===== src/rtl/rd_budget_monitor.sv =====
// rd_budget_monitor: passive AXI read-path timing monitor with per-slot phase budgets and a sticky first-error record
module rd_budget_monitor #(
    parameter int IdWidth      = 6,
    parameter int NumSlots     = 8,
    parameter int CntWidth     = 10,
    parameter int LenWidth     = 8,
    parameter int PrescalerDiv = 16
) (
    input  logic                clk_i,
    input  logic                rst_i,
    input  logic                enable_i,
    input  logic                clear_i,
    input  logic                ar_valid_i,
    input  logic                ar_ready_i,
    input  logic [IdWidth-1:0]  ar_id_i,
    input  logic [LenWidth-1:0] ar_len_i,
    input  logic                r_valid_i,
    input  logic                r_ready_i,
    input  logic                r_last_i,
    input  logic [IdWidth-1:0]  r_id_i,
    input  logic [CntWidth-1:0] budget_ar_i,
    input  logic [CntWidth-1:0] budget_unit_r_i,
    input  logic [CntWidth-1:0] budget_rhs_i,
    output logic                ar_stall_o,
    output logic                full_o,
    output logic                err_valid_o,
    output logic [1:0]          err_phase_o,
    output logic [IdWidth-1:0]  err_id_o
);
    localparam int BW = CntWidth + LenWidth + 1;
    localparam int PW = PrescalerDiv > 1 ? $clog2(PrescalerDiv) : 1;
    localparam logic [1:0] FREE = 2'd0, ADDR = 2'd1, DATA = 2'd2;

    logic [PW-1:0]       presc_q;
    logic                tick;
    logic [1:0]          st_q [NumSlots];
    logic [1:0]          st_d [NumSlots];
    logic [IdWidth-1:0]  id_q [NumSlots];
    logic [IdWidth-1:0]  id_d [NumSlots];
    logic [BW-1:0]       cnt_q [NumSlots];
    logic [BW-1:0]       cnt_d [NumSlots];
    logic [BW-1:0]       bud_q [NumSlots];
    logic [BW-1:0]       bud_d [NumSlots];
    logic [CntWidth-1:0] rhs_q, rhs_d;
    logic [BW-1:0]       data_budget;
    logic                id_busy, addr_busy, alloc, r_hit, r_beat, rhs_to, unexp;
    logic                addr_to, data_to, new_err;
    logic [IdWidth-1:0]  addr_id, data_id, new_id;
    logic [1:0]          new_phase;

    assign tick = presc_q == PW'(PrescalerDiv - 1);
    // unit*(len+1) written as unit*len+unit so the product never exceeds BW bits
    assign data_budget = BW'(budget_unit_r_i) * BW'(ar_len_i) + BW'(budget_unit_r_i);
    assign r_beat = r_valid_i && r_ready_i;

    always_comb begin
        full_o = 1'b1;
        id_busy = 1'b0;
        addr_busy = 1'b0;
        r_hit = 1'b0;
        for (int i = 0; i < NumSlots; i++) begin
            full_o = full_o && st_q[i] != FREE;
            id_busy = id_busy || (st_q[i] != FREE && id_q[i] == ar_id_i);
            addr_busy = addr_busy || st_q[i] == ADDR;
            r_hit = r_hit || (st_q[i] == DATA && id_q[i] == r_id_i);
        end
        ar_stall_o = full_o || (ar_valid_i && id_busy);
    end

    assign alloc = ar_valid_i && !addr_busy && !ar_stall_o;

    always_comb begin
        logic hs, tmo, taken;
        st_d = st_q;
        id_d = id_q;
        cnt_d = cnt_q;
        bud_d = bud_q;
        addr_to = 1'b0;
        data_to = 1'b0;
        addr_id = '0;
        data_id = '0;
        hs = 1'b0;
        tmo = 1'b0;
        taken = 1'b0;
        for (int i = 0; i < NumSlots; i++) begin
            hs = st_q[i] == ADDR ? ar_valid_i && ar_ready_i
                                 : st_q[i] == DATA && r_beat && r_last_i && r_id_i == id_q[i];
            tmo = tick && st_q[i] != FREE && bud_q[i] != '0 && cnt_q[i] + BW'(1) == bud_q[i];
            if (st_q[i] == FREE) begin
                if (alloc && !taken) begin
                    taken = 1'b1;
                    st_d[i] = ar_ready_i ? DATA : ADDR;
                    id_d[i] = ar_id_i;
                    cnt_d[i] = '0;
                    bud_d[i] = ar_ready_i ? data_budget : BW'(budget_ar_i);
                end
            end else if (hs) begin
                // completion is checked before timeout so a same-cycle handshake wins
                st_d[i] = st_q[i] == ADDR ? DATA : FREE;
                cnt_d[i] = '0;
                bud_d[i] = data_budget;
            end else if (tmo) begin
                st_d[i] = FREE;
                if (st_q[i] == ADDR) begin
                    addr_to = 1'b1;
                    addr_id = id_q[i];
                end else if (!data_to) begin
                    data_to = 1'b1;
                    data_id = id_q[i];
                end
            end else begin
                cnt_d[i] = tick ? cnt_q[i] + BW'(1) : cnt_q[i];
            end
        end
    end

    assign rhs_to = tick && r_valid_i && !r_ready_i && budget_rhs_i != '0 &&
                    rhs_q + CntWidth'(1) == budget_rhs_i;
    assign rhs_d = (!r_valid_i || r_ready_i || rhs_to) ? '0 : tick ? rhs_q + CntWidth'(1) : rhs_q;
    assign unexp = r_beat && !r_hit;
    assign new_err = addr_to || data_to || rhs_to || unexp;
    assign new_phase = addr_to ? 2'd0 : data_to ? 2'd1 : rhs_to ? 2'd2 : 2'd3;
    assign new_id = addr_to ? addr_id : data_to ? data_id : r_id_i;

    always_ff @(posedge clk_i or posedge rst_i) begin
        if (rst_i) begin
            presc_q <= '0;
            rhs_q <= '0;
            for (int i = 0; i < NumSlots; i++) begin
                st_q[i] <= FREE;
                id_q[i] <= '0;
                cnt_q[i] <= '0;
                bud_q[i] <= '0;
            end
        end else if (!enable_i) begin
            presc_q <= '0;
            rhs_q <= '0;
            for (int i = 0; i < NumSlots; i++) begin
                st_q[i] <= FREE;
                cnt_q[i] <= '0;
            end
        end else begin
            presc_q <= tick ? '0 : presc_q + PW'(1);
            rhs_q <= rhs_d;
            st_q <= st_d;
            id_q <= id_d;
            cnt_q <= cnt_d;
            bud_q <= bud_d;
        end
    end

    always_ff @(posedge clk_i or posedge rst_i) begin
        if (rst_i) begin
            {err_valid_o, err_phase_o, err_id_o} <= '0;
        end else if (enable_i && new_err && (!err_valid_o || clear_i)) begin
            err_valid_o <= 1'b1;
            err_phase_o <= new_phase;
            err_id_o <= new_id;
        end else if (clear_i) begin
            {err_valid_o, err_phase_o, err_id_o} <= '0;
        end
    end
endmodule


===== config.mk =====
export PLATFORM = sky130hd
export DESIGN_NAME = rd_budget_monitor
export DESIGN_NICKNAME = d
export VERILOG_FILES = /design/src/rtl/rd_budget_monitor.sv
export SDC_FILE = /design/constraint.sdc
export NUM_CORES = 2
export LEC_CHECK = 0
export ABC_AREA = 0
export CORE_UTILIZATION = 61
export CTS_CLUSTER_DIAMETER = 100
export DETAILED_ROUTE_END_ITERATION = 10
export HOLD_SLACK_MARGIN = 0.02
export PLACE_DENSITY = 0.79
export REMOVE_ABC_BUFFERS = 1
export SLEW_MARGIN = 20
export SYNTH_ARGS = -nofsm -noshare
export SYNTH_HDL_FRONTEND = slang
export SYNTH_SLANG_ARGS = --single-unit

===== constraint.sdc =====
create_clock -name clk_i -period 15.6 [get_ports clk_i]
set_input_delay 2.34 -clock clk_i [delete_from_list [all_inputs] [get_ports clk_i]]
set_output_delay 2.34 -clock clk_i [all_outputs]
set_load 0.05 [all_outputs]

==> metrics <==
outcome finished clean; first-pass GRT wire length 150000 um; synthesized area 29600 um2; Bufs on Longest Clock Path 3; DRT antenna net count 0; Skew-Pair Late Insertion Delay 0.62 ns; Port Buffers 69; Top FF cell, synth dfrtp_1; Post-Synthesis Cells 3497; Fin. Hold Viols 0; DP HPWL 68700 um; max-slew violation count 0; critical-path maximum fanout 11; Die Area 49300 um2; DRT Wirelength 96300 um; clock sink count 391; H-tree Lvls 2; via/cell ratio 6.74; Vias 27487; # Post-CTS Setup Buffers 0; fmax 127 MHz; initial core utilization 61.9%; Reg clk slew, reported paths 0.06 ns; Setup TNS Final 0 ns; Post-synth EDFFs 0; WL/cell 23.6 um; Slew @ Worst Pin 1.28 ns; mux contribution to synthesized area 4.16%; Setup CP Type input port to flip-flop; row count 80; Clk pwr share 25.8%; Period minus WS final 7.90 ns; Detailed Routing Iterations Pass 1 6; Setup WS pre-CTS 7.11 ns; vias in the first global route 26091; Core Area 47700 um2; total of max-cap violations 0; Int Pwr 2.59 mW; Synth cell types 110; P_leak 13.6 nW; Post-CTS Resized 0; Final nets 3596; Inserted Clock Buffers 45; CP required 16.13 ns; PwrDens 143 nW/um2; unrepaired setup endpoints after global routing no; register bit total from synthesis 391; Comb power frac 42.2%; root buffer cell clkbuf_16; total power 4.57 mW; Die Y-Extent 222 um; sw power 1.98 mW; CP Capture Type flip-flop; Ports 70; CTS tree done; GRT Overall Usage 38.8%; Tightest Hold Check Type flip-flop to flip-flop; WP data arrival 8.43 ns; DIE WIDTH 222 um; post-route setup slack 7.70 ns; Final period util 50.6%; # DRC 0; main combinational cell family by area after synthesis simple AND/OR/NAND/NOR gates; Switching Share 43.4%; Final Wtd Congestion 1.00; Detailed Route Iter0 Violations 3017; Flop pwr share 31.9%; initial antenna violation count 0; R2R setup slack 9.77 ns; maximum VDD drop 203 uV; relative slew slack 12.4%; layout cells sized above 1 7.05%; Final setup viols 0; adder-cell area share of the yosys netlist 6.09%; compound-gate portion of the synthesized area 18.1%; # hold bufs at CTS 0; YS warnings 0; largest net degree at the start of global routing 162; Syn Area/Cell 8.45 um2; clk_skew 0.0255 ns; ys async rst share 100%; Synth Area in Simple Gates 23.1%; grt ovf 0; Layout area overhead 8.45%; Seq/Total Area, Yosys 33.1%; xor/xnor share of the synthesized area 9.97%; CP startpoint kind input port
[cells by family after synthesis]
logic type	count (synthesis)
simple gates	1319
flops	391
compound gates	836
mux	117
xor+xnor	335
fa+ha+maj	109
buf+inv	390
[layer usage]
layer  track usage, %  wire length [um]
met4             15.2              4040
met1             52.8             39200
met2             60.9             43800
met3             7.63              9230
met5                0                 0
[area by class of cell]
cell class	count	area [um2]
Inverter	161	612
Antenna cell	1	2.50
Timing Repair Buffer	113	1030
Clock inverter	24	383
Tap cell	615	769
Fill cell	3938	15700
Multi-Input combinational cell	2716	18200
Clock buffer	57	1250
Sequential cell	391	9780
[sequential cells by signal (all words and copies together) (netlist names)]
name / flops
id_q: 48
err_id_o: 6
st_q: 16
bud_q: 152
presc_q: 4
err_phase_o: 2
err_valid_o: 1
cnt_q: 152
rhs_q: 10
[Yosys cell counts (7+ instances only)]
| cell | n | share of area, % |
|---|---|---|
| nand2_1 | 375 | 4.8 |
| o211ai_1 | 16 | 0.41 |
| mux2_2 | 44 | 1.7 |
| a22o_1 | 45 | 1.3 |
| a21oi_1 | 100 | 1.7 |
| nand3_1 | 110 | 1.9 |
| a211oi_1 | 14 | 0.36 |
| and2_1 | 45 | 0.95 |
| nor4b_1 | 9 | 0.27 |
| buf_1 | 15 | 0.19 |
| nand4_1 | 94 | 2.0 |
| o21ai_0 | 356 | 6.0 |
| nor3_1 | 73 | 1.2 |
| nor2b_1 | 24 | 0.51 |
| nor2_1 | 249 | 3.2 |
| clkbuf_1 | 179 | 2.3 |
| a31oi_1 | 20 | 0.42 |
| fa_1 | 58 | 3.9 |
| or4_1 | 19 | 0.48 |
| xor2_1 | 136 | 4.0 |
| ha_1 | 51 | 2.2 |
| and3_1 | 57 | 1.2 |
| a21o_1 | 17 | 0.43 |
| and4_1 | 25 | 0.74 |
| buf_2 | 16 | 0.27 |
| nor3b_1 | 13 | 0.33 |
| mux2i_1 | 71 | 2.4 |
| o2111ai_1 | 10 | 0.30 |
| or2_2 | 21 | 0.44 |
| a22oi_1 | 7 | 0.18 |
| xnor2_1 | 198 | 5.9 |
| nor4_1 | 98 | 2.1 |
| nand4b_1 | 8 | 0.24 |
| a211o_1 | 17 | 0.50 |
| or3_1 | 24 | 0.51 |
| o22ai_1 | 9 | 0.19 |
| nand2b_1 | 29 | 0.61 |
| inv_1 | 160 | 2.0 |
| o21a_1 | 8 | 0.20 |
| o31ai_1 | 102 | 2.6 |
| dfrtp_1 | 391 | 33 |
| o21ai_1 | 7 | 0.12 |
| o41ai_1 | 25 | 0.74 |
[final timing paths]
path,startpoint,endpoint,cells past startpoint
worst max-delay path,ar_len_i[0],bud_q[37]$_DFFE_PP0P_,22
worst min-delay path,err_valid_o$_DFFE_PP0P_,err_valid_o$_DFFE_PP0P_,2
worst max register to register,cnt_q[95]$_DFFE_PP0P_,err_id_o[3]$_DFFE_PP0P_,12
worst min register to register,err_valid_o$_DFFE_PP0P_,err_valid_o$_DFFE_PP0P_,2
max in group asynchronous,rst_i,bud_q[22]$_DFFE_PP0P_,4
min in group asynchronous,rst_i,rhs_q[4]$_DFFE_PP0P_,2
[through the flow]
step / instances / hold slack, ns / util, % / cell area [um2]
CTS: 4076 / 0.500 / 67.1 / 32000
global placement: 3995 / 0.473 / 63.6 / 30400
floorplan: 3268 / 0.460 / - / 28500
global route: 4077 / 0.528 / 67.1 / 32100
finish: 4078 / 0.494 / 67.1 / 32100
detailed placement: 3995 / 0.485 / 63.6 / 30400
[worst max-delay path: stages]
cell	delay (ns)
clkdlybuf4s50_1	0.73
nand2_1	0.14
fa_1	0.50
fa_1	0.52
inv_1	0.04
ha_1	0.26
inv_1	0.05
fa_1	0.51
inv_1	0.05
ha_1	0.27
a21o_1	0.16
a21oi_1	0.21
o21ai_0	0.11
a21oi_1	0.22
nor2b_1	0.08
nor2_1	0.11
o21ai_0	0.15
o41ai_1	0.75
o2111ai_1	0.23
a21oi_1	0.23
xnor2_1	0.52
a22o_1	0.25
[power by group through the flow]
stage / sequential, mW / clock, mW / combinational (mW)
after detailed placement: 1.47 / 0 / 1.84
after CTS: 1.45 / 1.19 / 1.86
final: 1.46 / 1.18 / 1.93
after global routing: 1.48 / 1.22 / 2.05
after global placement: 1.46 / 0 / 1.78
after floorplan: 1.36 / 0 / 1.16
[placed cells by master, fill, tap and decap left out, types with 51 or more instances in the layout]
| cell | count |
|---|---|
| dfrtp_1 | 391 |
| nand2_1 | 375 |
| o21ai_0 | 356 |
| nor2_1 | 249 |
| xnor2_1 | 196 |
| inv_1 | 159 |
| xor2_1 | 133 |
| nand3_1 | 110 |
| o31ai_1 | 102 |
| a21oi_1 | 100 |
| nor4_1 | 97 |
| nand4_1 | 94 |
| nor3_1 | 71 |
| mux2i_1 | 71 |
| clkdlybuf4s50_1 | 68 |
| fa_1 | 58 |
| and3_1 | 57 |
| ha_1 | 51 |
(Power assumes the default switching activity.)
